**src/rtl/sync_ram_be.sv**
```systemverilog
// sync_ram_be: parametrised single-port synchronous RAM with per-byte write
// enables, selectable read-during-write behaviour, an optional second output
// register, a read-valid strobe and a zero-fill sweep that runs after reset.
//
// Ports:
//   clk        rising-edge clock
//   rst        asynchronous active-high reset
//   en         access request, sampled at posedge clk
//   we         1 = write, 0 = read (qualified by en)
//   be         byte write enables, bit i selects din[8i+7:8i]
//   addr       word address
//   din        write data
//   dout       read data, held whenever dout_valid is low
//   dout_valid one-cycle strobe marking new dout
//   busy       clear sweep in progress; accesses are ignored while high
//
// Handshake: an access is accepted on a rising edge where en = 1 and busy = 0.
// There is no backpressure; one access per cycle is always accepted once ready.
// dout_valid pulses for exactly one cycle per accepted access that produces
// data (every read; writes except in NO_CHANGE mode), 1 cycle after the
// accepting edge with OUT_REG = 0 and 2 cycles after it with OUT_REG = 1.
module sync_ram_be #(
    parameter int DATA_W        = 8,
    parameter int ADDR_W        = 4,
    parameter int DEPTH         = 16,
    parameter int RDW_MODE      = 0,
    parameter int OUT_REG       = 0,
    parameter int INIT_ON_RESET = 1
) (
    input  logic                clk,
    input  logic                rst,
    input  logic                en,
    input  logic                we,
    input  logic [DATA_W/8-1:0] be,
    input  logic [ADDR_W-1:0]   addr,
    input  logic [DATA_W-1:0]   din,
    output logic [DATA_W-1:0]   dout,
    output logic                dout_valid,
    output logic                busy
);

    localparam int NB    = DATA_W / 8;
    localparam int IDX_W = (DEPTH > 1) ? $clog2(DEPTH) : 1;
    localparam logic [ADDR_W:0]   DEPTH_L = (ADDR_W + 1)'(DEPTH);
    localparam logic [ADDR_W-1:0] LAST    = ADDR_W'(DEPTH - 1);

    typedef enum logic {SWEEP, READY} state_t;
    localparam state_t RST_STATE = (INIT_ON_RESET != 0) ? SWEEP : READY;

    state_t              state_q, state_d;
    logic [ADDR_W-1:0]   cnt_q, cnt_d;

    logic [DATA_W-1:0]   mem [DEPTH];

    logic                accept;
    logic                in_range;
    logic [DATA_W-1:0]   old_word;
    logic [DATA_W-1:0]   merged;
    logic [DATA_W-1:0]   d1_q;
    logic                v1_q;

    // ---------------- clear-sweep FSM ----------------
    always_ff @(posedge clk or posedge rst) begin
        if (rst) begin
            state_q <= RST_STATE;
            cnt_q   <= '0;
        end else begin
            state_q <= state_d;
            cnt_q   <= cnt_d;
        end
    end

    always_comb begin
        state_d = state_q;
        cnt_d   = cnt_q;
        case (state_q)
            SWEEP: begin
                cnt_d = cnt_q + 1'b1;
                if (cnt_q == LAST) begin
                    state_d = READY;
                    cnt_d   = '0;
                end
            end
            default: begin
                state_d = READY;
            end
        endcase
    end

    assign busy = (state_q == SWEEP);

    // ---------------- access decode ----------------
    assign accept   = en && !busy;
    assign in_range = ({1'b0, addr} < DEPTH_L);
    // Out-of-range reads return zero rather than an aliased word.
    assign old_word = in_range ? mem[addr[IDX_W-1:0]] : '0;

    always_comb begin
        merged = old_word;
        for (int i = 0; i < NB; i++) begin
            if (be[i]) merged[i*8 +: 8] = din[i*8 +: 8];
        end
    end

    // Memory array has no reset; only the sweep and accepted writes touch it.
    always_ff @(posedge clk) begin
        if (busy) begin
            mem[cnt_q[IDX_W-1:0]] <= '0;
        end else if (accept && we && in_range) begin
            for (int i = 0; i < NB; i++) begin
                if (be[i]) mem[addr[IDX_W-1:0]][i*8 +: 8] <= din[i*8 +: 8];
            end
        end
    end

    // ---------------- first output stage ----------------
    always_ff @(posedge clk or posedge rst) begin
        if (rst) begin
            d1_q <= '0;
            v1_q <= 1'b0;
        end else begin
            v1_q <= 1'b0;
            if (accept) begin
                if (!we) begin
                    d1_q <= old_word;
                    v1_q <= 1'b1;
                end else if (RDW_MODE == 0) begin
                    d1_q <= old_word;
                    v1_q <= 1'b1;
                end else if (RDW_MODE == 1) begin
                    // A dropped out-of-range write leaves memory reading zero.
                    d1_q <= in_range ? merged : '0;
                    v1_q <= 1'b1;
                end
                // NO_CHANGE: dout holds and no strobe is emitted.
            end
        end
    end

    // ---------------- optional second output stage ----------------
    generate
        if (OUT_REG != 0) begin : g_out_reg
            logic [DATA_W-1:0] d2_q;
            logic              v2_q;
            always_ff @(posedge clk or posedge rst) begin
                if (rst) begin
                    d2_q <= '0;
                    v2_q <= 1'b0;
                end else begin
                    v2_q <= v1_q;
                    if (v1_q) d2_q <= d1_q;
                end
            end
            assign dout       = d2_q;
            assign dout_valid = v2_q;
        end else begin : g_no_out_reg
            assign dout       = d1_q;
            assign dout_valid = v1_q;
        end
    endgenerate

endmodule
```
**config.mk**
```make
export PLATFORM = sky130hd
export DESIGN_NAME = sync_ram_be
export DESIGN_NICKNAME = d
export VERILOG_FILES = /design/src/rtl/sync_ram_be.sv
export SDC_FILE = /design/constraint.sdc
export NUM_CORES = 1
export LEC_CHECK = 0
export CAP_MARGIN = 20
export CORE_MARGIN = 3
export CORE_UTILIZATION = 30
export CTS_CLUSTER_DIAMETER = 100
export DETAILED_ROUTE_END_ITERATION = 12
export PLACE_DENSITY = 0.55
export SETUP_SLACK_MARGIN = 0.05
export SYNTH_ARGS = -nofsm -noshare
export SYNTH_HDL_FRONTEND = slang
export SYNTH_SLANG_ARGS = --single-unit
```
**constraint.sdc**
```tcl
create_clock -name clk -period 4.2 [get_ports clk]
set_clock_uncertainty 0.2 [all_clocks]
set_input_delay 0.63 -clock clk [delete_from_list [all_inputs] [get_ports clk]]
set_output_delay 0.63 -clock clk [all_outputs]
set_load 0.05 [all_outputs]
```
==> results by group <==
Drt
  • Vias/cell: 4.88
  • Antenna Violating Nets Remaining: 0
  • Initial DRC count: between 300 and 400
  • Wire length per cell: just under 20 um
  • DRT Wirelength: 12800 um
  • DRC violations left: 0
  • Total number of vias: between 3000 and 4000
  • 1st-pass router iterations: 4

Timing
  • Max_slew headroom: between 40% and 50%
  • Period minus WS final: around 2.7 ns
  • RSZ-0062 raised after global routing: no
  • Fin. max-slew vios: 0
  • Part of the cycle the worst path needs: between 60% and 70%
  • Setup Viol. Count Final: 0
  • Hold Fails Final Rpt: 0
  • Final setup TNS: 0 ns
  • Achievable Freq: between 300 and 400 MHz
  • Worst-Margin Slew: a little under 0.9 ns
  • Fin worst setup slack: 1.51 ns

Clocking
  • CTS Buf Count: 17
  • CTS max path bufs: 2
  • Clk pin slew, worst setup/hold paths: 0.06 ns
  • CTS sink cnt: around 140
  • CTS tree: done
  • Post-CTS sizing: 0
  • Post CTS Setup Buffer Count: 0
  • Clock Latency Late Sink: just over 0.4 ns
  • Post-CTS Hold Buffers: 0
  • Root buffer cell: clkbuf_16
  • H-Tree Depth: 4

Die
  • Row cnt: 50
  • Initial Utilization: 30.7%
  • Die ar.: 20900 um2
  • Die height: 145 um
  • Core area: approximately 19000 um2
  • Die X: around 140 um
  • IO Pins: 27

Yosys
  • Yosys top cell area share: 66.7%
  • EDFF count, synth: about 130
  • Commonest cells post-synth: edfxtp_1, mux2i_1, nand2_1, nor2_1
  • Most frequent cell after synthesis: edfxtp_1
  • Async S/R FF share, synth: approximately a tenth
  • Cells after Synth: about 370
  • Sequential area share after synthesis: between 70% and 80%
  • Top cells by area, synth: edfxtp_1, mux2i_1, dfrtp_1
  • Synth cell types: 33
  • Syn nets: a little under 400
  • YS warnings: 0
  • Synth Flop Type: edfxtp_1
  • Avg Cell Area, Syn: approximately 16 um2
  • Synthesized flop and latch total: around 140
  • Area of the mapped netlist: approximately 5800 um2
  • Largest area contributor in the netlist: edfxtp_1

Worst setup path
  • CP arrival: roughly 2.6 ns
  • Critical Path Source Type: primary input
  • Largest fanout on the critical path: 11
  • Crit. End Element: flop
  • Kind of critical path: primary input to flop
  • CP required: a little over 4 ns

Outcome
  • Status: completed

GRT
  • Initial antenna violation count: 0
  • Largest net degree at the start of global routing: 38
  • First-pass GRT wire length: 19400 um
  • Via count of the first global-routing pass: 3123
  • Gr ovfl total: 0
  • Gr usage total: approximately an eighth

Worst hold path
  • Worst hold path class: flop to flop

Power and ir drop
  • Pleak: roughly 2.6 nW
  • VDD IR-drop max: ~0.26 mV
  • Power per cell area: around 470 nW/um2

Cells and area
  • Share of cells above drive strength 1: a little under a tenth
  • Ant diodes: 0
  • Area growth, synth to finish: 17.5%
  • Fin nets: 416
  • Fin util: 36.1%

Place
  • Placer Congestion: 0.766
  • Post-DP HPWL: between 8000 and 9000 um
  • DP Worst Slack: roughly 1.1 ns
  • IO buf count: 26

Flow run
  • Max cap viols: 0
-- area by class of cell --
type                    count  area, um2
clock buffers              18        429
clock inverters            14        158
fillers                  1746      12000
inverters                   6       22.5
multi-input cells         203       1410
flip-flops and latches    142       4190
well taps                 234        293
repair buffers             28        273
-- worst paths after layout --
kind / endpoint / slack [ns] / from / cells past startpoint
worst max-delay path: mem[15][2]$_DFFE_PP_ / 1.51 / en / 5
worst min-delay path: dout[5]$_DFFE_PP0N_ / 0.29 / dout[5]$_DFFE_PP0N_ / 2
worst max register to register: mem[15][2]$_DFFE_PP_ / 1.69 / state_q$_DFF_PP0_ / 4
worst min register to register: dout[5]$_DFFE_PP0N_ / 0.29 / dout[5]$_DFFE_PP0N_ / 2
max in group asynchronous: dout[0]$_DFFE_PP0N_ / 2.99 / rst / 2
min in group asynchronous: dout_valid$_DFF_PP0_ / 0.40 / rst / 2
-- cell usage in the layout (no fill, tap or decap), types with 8 or more instances in the layout --
cell type and instances:
nand3_1 16, mux2i_1 61, nand4_1 8, edfxtp_1 128, nor2_1 23, nand2_1 36, a22oi_1 16, a21oi_1 9
clkbuf_16 17, clkdlybuf4s50_1 25, dfrtp_1 14, and2_1 9
-- stage by stage --
| stage | cells | hold slack, ns | cell area, um2 | total power, mW |
|---|---|---|---|---|
| floorplan | 367 | 0.306 | 5770 | 1.70 |
| global placement | 613 | 0.267 | 6190 | 1.76 |
| detailed placement | 613 | 0.274 | 6190 | 1.76 |
| CTS | 645 | 0.295 | 6780 | 3.22 |
| global route | 645 | 0.315 | 6780 | 3.30 |
| finish | 645 | 0.289 | 6780 | 3.20 |
-- routing by layer --
layer / global-route usage (%) / routed length (um)
met5: 0 / 0
met4: 4.27 / 194
met3: 2.51 / 650
met2: 20.7 / 6230
met1: 17.6 / 5720
-- flip-flops by register name, indices dropped and copies added, names as in the netlist --
signal	cells
mem	128
dout	8
cnt_q	4
dout_valid	1
state_q	1
-- worst max-delay path, stage by stage --
cell             delay [ns]
clkdlybuf4s50_1        0.54
and4_1                 0.38
nor2_1                 0.08
a31oi_1                0.57
nor2_1                 0.37
-- cell families (layout without fill, tap and decap cells) --
group           Yosys count  count (layout)  share of synthesized area (%)
flops                   142             142                           72.7
compound gates           34              34                           3.88
fa+ha+maj                 1               1                          0.217
mux                      64              64                           11.6
simple gates            103             103                           8.53
xor+xnor                  1               1                          0.152
buf+inv                  22              66                           2.84
-- report_power, final --
| part | total [mW] | switching [mW] | internal [mW] |
|---|---|---|---|
| clock network | 1.47 | 0.582 | 0.885 |
| logic | 0.185 | 0.122 | 0.0633 |
| registers | 1.55 | 0.00644 | 1.54 |
| total | 3.20 | 0.711 | 2.49 |
No activity file was read; power rests on OpenSTA's default activity.
